`config.mk`:
```
export PLATFORM = sky130hd
export DESIGN_NAME = jtframe_nvram_upload
export DESIGN_NICKNAME = d
export VERILOG_FILES = /design/src/rtl/jtframe_nvram_upload.sv
export SDC_FILE = /design/constraint.sdc
export NUM_CORES = 1
export LEC_CHECK = 0
export BUFFER_PORTS_ARGS = -buffer_cell sky130_fd_sc_hd__buf_2
export CAP_MARGIN = 20
export CORE_UTILIZATION = 35
export CTS_CLUSTER_SIZE = 16
export DETAILED_ROUTE_END_ITERATION = 12
export MAX_ROUTING_LAYER = met4
export PLACE_DENSITY = 0.68
export SLEW_MARGIN = 20
export SYNTH_ARGS = -nofsm -noshare
export SYNTH_HDL_FRONTEND = slang
export SYNTH_SLANG_ARGS = --single-unit
```
`constraint.sdc`:
```
create_clock -name clk_sys -period 6.08 [get_ports clk_sys]
set_input_delay 1.52 -clock clk_sys [delete_from_list [all_inputs] [get_ports clk_sys]]
set_output_delay 1.52 -clock clk_sys [all_outputs]
set_load 0.05 [all_outputs]
```
`src/rtl/jtframe_nvram_upload.sv`:
```
// jtframe_nvram_upload
// ---------------------------------------------------------------------------
// Serves MiSTer NVRAM uploads (core -> HPS/SD). Each single-cycle HPS byte-read
// request (ioctl_rd) becomes a level/ack handshake on the game's NVRAM read
// port. The byte comes back on ioctl_din, and ioctl_wait stalls hps_io until
// that byte is valid. While an NVRAM upload session is open, busy is high so
// the game can hold off its own NVRAM writes.
//
// Optional build macro: JTFRAME_NVRAM_PREFETCH_EN
//   When it is defined, the byte after each served address is read in the
//   background into a one-byte buffer. A sequential read that hits the buffer
//   is then answered on the next cycle without stalling. When it is undefined,
//   every request goes through a stalled fetch.
//
// Ports
//   clk_sys       system clock
//   rst           asynchronous, active-high reset
//   ioctl_upload  upload in progress (from hps_io)
//   ioctl_index   file index of the transfer
//   ioctl_rd      single-cycle byte-read request
//   ioctl_addr    byte address, sampled with ioctl_rd
//   ioctl_din     byte returned to hps_io
//   ioctl_wait    stall to hps_io (combinational)
//   ram_addr      NVRAM read address
//   ram_rd        NVRAM read request, level, held until ram_ack
//   ram_ack       single-cycle acknowledge, ram_dout valid in the same cycle
//   ram_dout      NVRAM read data
//   busy          upload session active; the game must suspend NVRAM writes
//   err           sticky error flag (fetch timeout or protocol violation),
//                 cleared when a new upload session starts
// ---------------------------------------------------------------------------
module jtframe_nvram_upload #(
  parameter int         AW        = 13,
  parameter logic [7:0] IDX_NVRAM = 8'd2,
  parameter logic [7:0] TIMEOUT   = 8'd255
) (
  input  logic          clk_sys,
  input  logic          rst,
  input  logic          ioctl_upload,
  input  logic [7:0]    ioctl_index,
  input  logic          ioctl_rd,
  input  logic [24:0]   ioctl_addr,
  output logic [7:0]    ioctl_din,
  output logic          ioctl_wait,
  output logic [AW-1:0] ram_addr,
  output logic          ram_rd,
  input  logic          ram_ack,
  input  logic [7:0]    ram_dout,
  output logic          busy,
  output logic          err
);

  typedef enum logic [1:0] {
    IDLE,
    FETCH,
    DONE
  } state_t;

  // NVRAM size. One extra bit lets the full 25-bit address be compared
  // without any modulo wrap.
  localparam logic [25:0] RAM_SIZE = 26'd1 << AW;
  // The counter starts at 0 on entry to FETCH, so ram_rd stays high for
  // exactly TIMEOUT cycles when no ack ever arrives.
  localparam logic [7:0]  CNT_LAST = TIMEOUT - 8'd1;

  state_t        state;
  logic [7:0]    cnt;
  logic          active;
  logic          active_q;
  logic          req;      // read request inside an NVRAM session
  logic          req_in;   // ... and addressing existing NVRAM
  logic [AW-1:0] req_addr;
  logic          quiet;    // nothing in flight and nothing queued

  assign active   = ioctl_upload && (ioctl_index == IDX_NVRAM);
  assign req      = ioctl_rd && active;
  assign req_in   = req && ({1'b0, ioctl_addr} < RAM_SIZE);
  assign req_addr = ioctl_addr[AW-1:0];

`ifdef JTFRAME_NVRAM_PREFETCH_EN
  logic          bg;        // current FETCH is a background prefetch
  logic          pend;      // a demand request waits for the prefetch to drain
  logic [AW-1:0] pend_addr;
  logic          pf_valid;
  logic          pf_kill;   // the in-flight prefetch will not be kept
  logic [AW-1:0] pf_addr;
  logic [7:0]    pf_buf;
  logic          pf_hit;
  logic          join_bg;   // request targets the byte being prefetched
  logic          demand;    // the FETCH result goes to hps_io

  assign pf_hit  = (state == IDLE) && !pend && req_in && pf_valid &&
                   (req_addr == pf_addr);
  assign join_bg = (state == FETCH) && bg && !pend && req_in &&
                   (req_addr == ram_addr);
  assign demand  = !bg || join_bg;
  assign quiet   = (state == IDLE) && !pend;

  // A background fetch stalls nobody. A request that arrives during it stalls
  // from its own cycle, either by joining the fetch or by queueing behind it.
  assign ioctl_wait = ((state == IDLE) && req_in && !pf_hit) ||
                      ((state == FETCH) && (!bg || req_in)) ||
                      pend;
`else
  assign quiet      = (state == IDLE);
  assign ioctl_wait = ((state == IDLE) && req_in) || (state == FETCH);
`endif

  // NOTE: every register below is written with non-blocking assignments, so
  // all of them update together from pre-edge values regardless of statement
  // order. Later assignments in the block still take priority over earlier
  // ones, which is how protocol-error sets override the session-start clear.
  always_ff @(posedge clk_sys or posedge rst) begin
    if (rst) begin
      state     <= IDLE;
      cnt       <= '0;
      ioctl_din <= '0;
      ram_addr  <= '0;
      ram_rd    <= 1'b0;
      busy      <= 1'b0;
      err       <= 1'b0;
      active_q  <= 1'b0;
`ifdef JTFRAME_NVRAM_PREFETCH_EN
      bg        <= 1'b0;
      pend      <= 1'b0;
      pend_addr <= '0;
      pf_valid  <= 1'b0;
      pf_kill   <= 1'b0;
      pf_addr   <= '0;
      pf_buf    <= '0;
`endif
    end else begin
      active_q <= active;

      // The session opens on the rising edge of active. It closes only once
      // the handshake has finished, so ram_rd is never abandoned mid-fetch.
      if (active && !active_q) begin
        busy <= 1'b1;
        err  <= 1'b0;
      end else if (!active && quiet) begin
        busy <= 1'b0;
      end

      case (state)
        IDLE: begin
`ifdef JTFRAME_NVRAM_PREFETCH_EN
          if (pend) begin
            // The prefetch has drained, so serve the queued request now.
            ram_addr <= pend_addr;
            ram_rd   <= 1'b1;
            cnt      <= '0;
            bg       <= 1'b0;
            pend     <= 1'b0;
            state    <= FETCH;
            if (ioctl_rd) err <= 1'b1;
          end else if (pf_hit) begin
            ioctl_din <= pf_buf;
            pf_valid  <= 1'b0;
            if (pf_addr != '1) begin
              ram_addr <= pf_addr + AW'(1);
              ram_rd   <= 1'b1;
              cnt      <= '0;
              bg       <= 1'b1;
              pf_kill  <= 1'b0;
              state    <= FETCH;
            end
          end else if (req_in) begin
            pf_valid <= 1'b0;
            ram_addr <= req_addr;
            ram_rd   <= 1'b1;
            cnt      <= '0;
            bg       <= 1'b0;
            state    <= FETCH;
          end else if (req) begin
            ioctl_din <= 8'hFF;
            pf_valid  <= 1'b0;
          end
`else
          if (req_in) begin
            ram_addr <= req_addr;
            ram_rd   <= 1'b1;
            cnt      <= '0;
            state    <= FETCH;
          end else if (req) begin
            // Out of range: answered at once with FF, no RAM access.
            ioctl_din <= 8'hFF;
          end
`endif
        end

        FETCH: begin
`ifdef JTFRAME_NVRAM_PREFETCH_EN
          if (bg && !pend) begin
            // The HPS saw no stall, so a request here is legal.
            if (join_bg) begin
              bg <= 1'b0;
            end else if (req_in) begin
              pend      <= 1'b1;
              pend_addr <= req_addr;
              pf_kill   <= 1'b1;
            end else if (req) begin
              ioctl_din <= 8'hFF;
              pf_kill   <= 1'b1;
            end
          end else if (ioctl_rd) begin
            err <= 1'b1;
          end

          if (ram_ack) begin
            ram_rd <= 1'b0;
            if (demand) begin
              ioctl_din <= ram_dout;
              state     <= DONE;
            end else begin
              pf_buf   <= ram_dout;
              pf_addr  <= ram_addr;
              pf_valid <= active && !pf_kill && !req;
              state    <= IDLE;
            end
          end else if (cnt == CNT_LAST) begin
            ram_rd <= 1'b0;
            if (demand) begin
              ioctl_din <= 8'hFF;
              err       <= 1'b1;
              state     <= DONE;
            end else begin
              // A failed prefetch only loses the buffer.
              pf_valid <= 1'b0;
              state    <= IDLE;
            end
          end else begin
            cnt <= cnt + 8'd1;
          end
`else
          // ioctl_wait is high here, so any request is a protocol violation.
          if (ioctl_rd) err <= 1'b1;

          if (ram_ack) begin
            ioctl_din <= ram_dout;
            ram_rd    <= 1'b0;
            state     <= DONE;
          end else if (cnt == CNT_LAST) begin
            ioctl_din <= 8'hFF;
            ram_rd    <= 1'b0;
            err       <= 1'b1;
            state     <= DONE;
          end else begin
            cnt <= cnt + 8'd1;
          end
`endif
        end

        DONE: begin
          if (ioctl_rd) err <= 1'b1;
`ifdef JTFRAME_NVRAM_PREFETCH_EN
          if (active && (ram_addr != '1)) begin
            ram_addr <= ram_addr + AW'(1);
            ram_rd   <= 1'b1;
            cnt      <= '0;
            bg       <= 1'b1;
            pf_kill  <= 1'b0;
            pf_valid <= 1'b0;
            state    <= FETCH;
          end else begin
            state <= IDLE;
          end
`else
          state <= IDLE;
`endif
        end

        default: state <= IDLE;
      endcase

`ifdef JTFRAME_NVRAM_PREFETCH_EN
      if (!active) pf_valid <= 1'b0;
`endif
    end
  end

endmodule
```
# --- Word-level counts from Yosys, hierarchy flattened ---
# Cells that the tools add are included.
classes:
  n_addsub: 1
  n_lt_le_gt_ge: 1
  n_eq_ne: 10
  muxes: 24
  reduce_logical: 17
op_table:
  columns: ["op", "count"]
  rows:
  - ["$mux 8", 7]
  - ["$pmux 8 s2", 2]
  - ["$lt 25x14->1 const B", 1]
  - ["$ne 2x2->1 const B", 5]
  - ["$mux 1", 9]
  - ["$add 8x1->8 const B", 1]
  - ["$eq 8x2->1 const B", 1]
  - ["$eq 8x8->1 const B", 1]
  - ["$reduce_and 4->1", 2]
  - ["$logic_and 1x1->1", 6]
  - ["$mux 2", 3]
  - ["$pmux 1 s2", 2]
  - ["$pmux 2 s2", 1]
  - ["$reduce_and 2->1", 2]
  - ["$reduce_bool 2->1", 2]
  - ["$ne 3x2->1 const B", 1]
  - ["$reduce_and 3->1", 1]
  - ["$eq 2x1->1 const B", 1]
  - ["$eq 2x2->1 const B", 1]
  - ["$logic_not 1->1", 2]
  - ["$logic_not 2->1", 1]
  - ["$logic_or 1x1->1", 1]
word_totals:
  reg_bits: 35
  inputBits: 46
  output_inout_bits: 25
  elab_cells: 61

# --- Logic depth before layout (Yosys ltp) ---
# Gate-level depths: netlist of the first run.
depth:
  depth_word: 8
  depth_mapped: 7

# --- Worst setup path before layout of the first run ---
# OpenSTA, ideal clock, no wires.
synth_path:
  path_type: "in2out"
  startpoint: "in ioctl_index[2]"
  endpoint: "out ioctl_wait"
  t_arrival_ps: 2805
  required_ps: 4560
  setup_slack_ps: 1755
  path_stages: 6
  n_path_buf: 1
  path_cell_list: "nor4_2 > nand4b_2 > clkinv_2 > nand3_2 > buf_2 > nand2b_1"
synth_between:
  elab_chain_len: 6
synth_rtl:
  columns: ["element", "line", "text"]
  rows:
  - ["start: declaration", "40", "input logic [7:0] ioctl_index,"]
  - ["$eq 8x2->1", "75", "assign active = ioctl_upload && (ioctl_index == IDX_NVRAM);"]
  - ["$logic_and 1x1->1", "75", null]
  - ["via active", "68", "logic active;"]
  - ["$logic_and 1x1->1", "76", "assign req = ioctl_rd && active;"]
  - ["$logic_and 1x1->1", "77", "assign req_in = req && ({1'b0, ioctl_addr} < RAM_SIZE);"]
  - ["$logic_and 1x1->1", "106", "assign ioctl_wait = ((state == IDLE) && req_in) || (state == FETCH);"]
  - ["$logic_or 1x1->1", "106", null]
  - ["end: declaration", "44", "output logic ioctl_wait,"]
# The timed path passes the listed nets, and every way through them passes these cells.

# --- Final worst setup path of the first run ---
# Ends and elaborated chain as after synthesis.

==> impl_metrics.py, run 1 <==
metrics = {
    "status": {
        "outcome": "complete, no violations",
    },
    "pwr": {
        "clockPowerShare": 0.328,
        "power_density_mw_per_mm2": 219,
        "power_mw": 0.492,
        "power.share.sequential": 0.491,
        "ir_worst_vdd_mv": 0.128,
        "p_int_mw": 0.352,
        "p_leak_nw": 1.16,
        "swShare": 0.285,
        "p_comb_frac": 0.181,
        "p_switching_mw": 0.140,
    },
    "floorplanning": {
        "core_area_sq_mm": 0.00475,
        "die_w_um": 72.5,
        "placementRows": 25,
        "die_h_um": 72.5,
        "pin_count": 71,
        "start_util": 0.366,
        "dieArea_sq_mm": 0.00526,
    },
    "sta": {
        "slew_headroom": 0.646,
        "min_period_ns": 4.58,
        "holdWs_ns": 0.503,
        "slew_violations": 0,
        "worstMarginPinSlew_ns": 0.529,
        "hold_viol_final": 0,
        "fmax_mhz": 219,
        "rsz0062_at_grt": "false",
        "fin_tns_setup_ns": 0,
        "clock_skew_ns": 0.00617,
        "fin_crit_sh": 0.753,
        "setup_viol": 0,
    },
    "clocking": {
        "cts_htree_levels": 2,
        "holdBufCountCts": 0,
        "ctsResizeCount": 0,
        "postCtsSetupBuffers": 0,
        "clock_latency_ns": 0.29,
        "clk_pin_slew_ns": 0.07,
        "cts_max_path_buffers": 2,
        "cts_tree": "done",
        "cts_buffers": 5,
        "clock-sinks": 35,
        "cts-root-buf": "clkbuf_8",
    },
    "hold_path": {
        "worstHoldPathType": "flop to flop",
        "hp-start": "ram_addr[11]",
        "min_path_cells": 1,
        "holdPathEnd": "ram_addr[11]",
    },
    "worst_setup_path": {
        "worst_path_largest_cell_delay_ns": 0.33,
        "cp_slowest_cell": "nand3_2",
        "worstPathMaxFanout": 15,
        "critical_path_class": "primary input to output port",
        "cp-startpoint": "ioctl_index[2]",
        "path_delay_family": "simple AND/OR/NAND/NOR gates",
        "cp.required_ns": 4.56,
        "worst-r2r-cell-count": 7,
        "arrival_ns": 3.06,
        "r2r_end": "cnt[3]",
        "cp_cell_sequence": "buf_2, nor4_2, nand4b_2, clkinv_2, nand3_2, nand2b_1, buf_2",
        "worstSetupEndpointType": "output port",
        "crit_top_cell": "buf_2",
        "crit_buf_inv": 3,
        "r2r_slack_ns": 3.79,
        "r2r_start": "state[1]",
        "cp-start-kind": "primary input",
    },
    "global_route": {
        "grt_use_total": 0.143,
        "first_global_vias": 1299,
        "grt_max_degree": 36,
        "antenna_found_initial": 0,
        "grt_pass1_wl_mm": 5.55,
        "globalRouteOverflowTotal": 0,
    },
    "drt": {
        "routed_wirelength_mm": 3.56,
        "wl_per_cell_um": 11.9,
        "drtAntennaViolNets": 0,
        "first_pass_iters": 4,
        "drt-vias-per-instance": 4.72,
        "num_vias": 1415,
        "drt_iter0_drc": 33,
        "remaining_drc_errors": 0,
    },
    "layout": {
        "fin_nets": 283,
        "final_common_cell": "buf_2",
        "num_antenna_cells": 0,
        "final_core_util": 0.473,
        "syn2layout_area_growth_pct": 29.2,
        "final_cell_mix": "buf_2, dfrtp_1, nor2_1",
        "drive_above_1_share": 0.433,
    },
    "logic_synthesis": {
        "synth_edf_count": 0,
        "synth_top_family_by_area": "simple AND/OR/NAND/NOR gates",
        "synthCells": 158,
        "synthArstFlopShare": 1.00,
        "ys_seq_area_frac": 0.503,
        "synth_warnings": 0,
        "syn_area_per_cell_sq_um": 11.0,
        "synth_flop_cell": "dfrtp_1",
        "synth_fa_ha_area_frac": 0.0359,
        "synthSimpleGateAreaFrac": 0.162,
        "synth_compound_gate_area_share": 0.122,
        "synthMuxAreaShare": 0.136,
        "synth_xor_area_frac": 0,
        "ys_seq_elements": 35,
        "synth_area_sq_mm": 0.00174,
        "syn_nets": 209,
        "ys_types": 38,
    },
    "place": {
        "portBuffers": 70,
        "hpwl_mm": 2.63,
        "gp_congestion": 0.730,
    },
    "run": {
        "drv_cap": 0,
    },
}
synth_stat cells (2+ instances only):
cell type	number	area (sq um)
dfrtp_1	35	876
nor2_1	17	63.8
inv_1	13	48.8
mux2_2	13	146
o21ai_0	10	50.1
mux2i_1	9	90.1
a21oi_1	7	35.0
ha_1	5	62.6
nand2_1	4	15.0
nand2b_1	4	25.0
buf_2	3	15.0
nand3_1	3	15.0
o31ai_1	3	22.5
or4_1	3	22.5
nand4_1	2	12.5
nor3_1	2	10.0
o21ba_2	2	20.0
o41ai_1	2	17.5
or4b_1	2	20.0
per-stage QoR:
stage	cells	worst slack [ns]	area, sq um
finish	300	1.50	2250
floorplan	158	1.75	1740
CTS	300	1.46	2250
global route	300	1.33	2250
detailed placement	292	1.47	2160
global placement	292	1.52	2160
power groups by stage:
stage	Sequential, mW	Combinational [mW]	Clock (mW)
after global placement	0.246	0.0878	0
after CTS	0.241	0.0896	0.166
after detailed placement	0.246	0.0890	0
after floorplan	0.257	0.0502	0
final	0.241	0.0891	0.161
after global routing	0.241	0.0979	0.178
worst max-delay path by stage:
stage	to	slack [ns]	depth (start not counted)
floorplan	ioctl_wait	1.75	6
global placement	ioctl_wait	1.52	7
detailed placement	ioctl_wait	1.47	7
CTS	ioctl_wait	1.46	7
global route	ioctl_wait	1.33	6
finish	ioctl_wait	1.50	7
routing by layer:
layer	wire (um)	track usage
met3	210	0.0472
met4	31	0.0588
met2	1660	0.223
met5	0	-
met1	1650	0.171
state kept, by name, summed over array words and instances (netlist names):
register,flops
active_q,1
busy,1
cnt,8
err,1
ioctl_din,8
ram_addr,13
ram_rd,1
state,2
kinds of logic after synthesis:
| family | after synthesis |
|---|---|
| AND/OR/NAND/NOR | 48 |
| flip-flops | 35 |
| buffers and inverters | 18 |
| adder cells (fa/ha/maj) | 5 |
| AO/OA/AOI/OAI | 30 |
| multiplexers | 22 |
area by class of cell:
cell class              count  area [sq um]
clock inverters             2          12.5
repair buffers             71           358
fillers                   484          2500
inverters                  14          53.8
clock buffers               6          72.6
well taps                  67          83.8
flip-flops and latches     35           876
multi-input cells         105           793
Power figures use the tool's default switching activity.
==> run 2, diff against run 1 <==
PLACE_DENSITY = 0.7   (was 0.68)
clock period = 4.2 ns   (was 6.08 ns; I/O delays follow)
==> run 2 against run 1 <==
First-iteration DRC count fell by 33%. Clock skew is essentially flat. Register-to-register slack worse by 1.9 ns. Critical path depth shrank 1.
==> impl_metrics.py, run 2 (synthesis gave the netlist of run 1 again) <==
metrics = {
    "worst_setup_path": {
        "worstPathMaxFanout": 4,
        "arrival_ns": 2.22,
        "path_delay_family": "simple AND/OR/NAND/NOR gates",
        "critical_path_class": "primary input to output port",
        "cp.required_ns": 3.15,
        "cp_cell_sequence": "buf_2, nor4b_1, and4_2, nand3_2, nand2b_1, buf_2",
        "crit_top_cell": "buf_2",
        "cp_slowest_cell": "and4_2",
        "crit_buf_inv": 2,
        "cp-start-kind": "primary input",
        "worstSetupEndpointType": "output port",
        "worst_path_largest_cell_delay_ns": 0.34,
    },
    "layout": {
        "num_antenna_cells": 0,
        "top_register": "ram_addr",
        "final_cells": 301,
        "fin_nets": 284,
        "drive_above_1_share": 0.436,
        "syn2layout_area_growth_pct": 29.6,
        "final_cell_mix": "buf_2, dfrtp_1, nor2_1",
        "largestRegisters": "ram_addr (13), cnt (8), ioctl_din (8)",
        "final_common_cell": "buf_2",
        "largest_register_ffs": 13,
    },
    "floorplanning": {
        "start_util": 0.366,
        "dieArea_sq_mm": 0.00526,
        "die_h_um": 72.5,
        "core_area_sq_mm": 0.00475,
        "placementRows": 25,
        "die_w_um": 72.5,
        "pin_count": 71,
    },
    "drt": {
        "num_vias": 1437,
        "drtAntennaViolNets": 0,
        "drt_iter0_drc": 22,
        "routed_wirelength_mm": 3.65,
        "first_pass_iters": 4,
        "wl_per_cell_um": 12.1,
        "drt-vias-per-instance": 4.77,
        "remaining_drc_errors": 0,
    },
    "global_route": {
        "antenna_found_initial": 0,
        "first_global_vias": 1258,
        "grt_max_degree": 22,
        "globalRouteOverflowTotal": 0,
        "grt_use_total": 0.152,
        "grt_pass1_wl_mm": 5.88,
    },
    "sta": {
        "clock_skew_ns": 0.00645,
        "slew_violations": 0,
        "fin_ws_ns": 0.930,
        "worstMarginPinSlew_ns": 0.790,
        "slew_headroom": 0.473,
        "hold_viol_final": 0,
        "fin_tns_setup_ns": 0,
        "min_period_ns": 3.27,
        "setup_viol": 0,
        "fin_crit_sh": 0.779,
        "fmax_mhz": 306,
        "rsz0062_at_grt": "false",
    },
    "place": {
        "hpwl_mm": 2.70,
        "place_inst": 293,
        "post-place-ws_ns": 0.930,
        "portBuffers": 70,
        "gp_congestion": 0.751,
    },
    "clocking": {
        "cts_max_path_buffers": 2,
        "ctsResizeCount": 0,
        "cts_tree": "done",
        "clock_latency_ns": 0.29,
        "postCtsSetupBuffers": 0,
        "cts_buffers": 5,
        "clk_pin_slew_ns": 0.07,
        "clock-sinks": 35,
        "holdBufCountCts": 0,
        "cts-root-buf": "clkbuf_8",
        "cts_htree_levels": 2,
    },
    "pwr": {
        "ir_worst_vdd_mv": 0.197,
        "power_density_mw_per_mm2": 317,
        "p_leak_nw": 1.16,
        "power_mw": 0.715,
    },
    "status": {
        "outcome": "complete, no violations",
    },
    "hold_path": {
        "worstHoldPathType": "flop to flop",
    },
    "run": {
        "drv_cap": 0,
    },
}
==> run 2: changes by cell type in the layout (fill, tap and decap cells not counted) <==
cell   delta
buf_4     +1
==> run 2: through the flow <==
stage           util  hold slack, ns  instance area (sq um)
3_5_place_dp   0.457           0.488                   2170
5_1_grt        0.475           0.518                   2260
4_1_cts        0.475           0.506                   2260
6_report       0.475           0.502                   2260
3_3_place_gp   0.457           0.482                   2170
2_1_floorplan      -           0.489                   1740
==> run 2: path summary, 6_finish.rpt <==
path                                     end  slack, ns      startpoint  cells after the start
worst max-delay path              ioctl_wait       0.93  ioctl_addr[23]                      6
worst min-delay path             ram_addr[7]       0.50     ram_addr[7]                      1
worst max register to register        cnt[4]       1.94        state[1]                      7
worst min register to register   ram_addr[7]       0.50     ram_addr[7]                      1
max in group asynchronous       ioctl_din[1]       2.59             rst                      3
min in group asynchronous                err       0.90             rst                      2
==> run 2: layout make-up <==
class | instances | area [sq um]
flip-flops and latches | 35 | 876
well taps | 67 | 83.8
multi-input cells | 105 | 793
clock buffers | 6 | 72.6
inverters | 14 | 53.8
fillers | 466 | 2500
repair buffers | 72 | 365
clock inverters | 2 | 12.5
==> run 2: power breakdown <==
part / internal, mW / switching, mW / total [mW]
combinational: 0.0477 / 0.0799 / 0.128
clock: 0.116 / 0.123 / 0.239
sequential: 0.345 / 0.00348 / 0.349
==> run 2: metal layers <==
layer / routed length [um] / global-route usage
met3: 237 / 0.0500
met4: 48 / 0.0523
met5: 0 / -
met1: 1660 / 0.185
met2: 1700 / 0.237
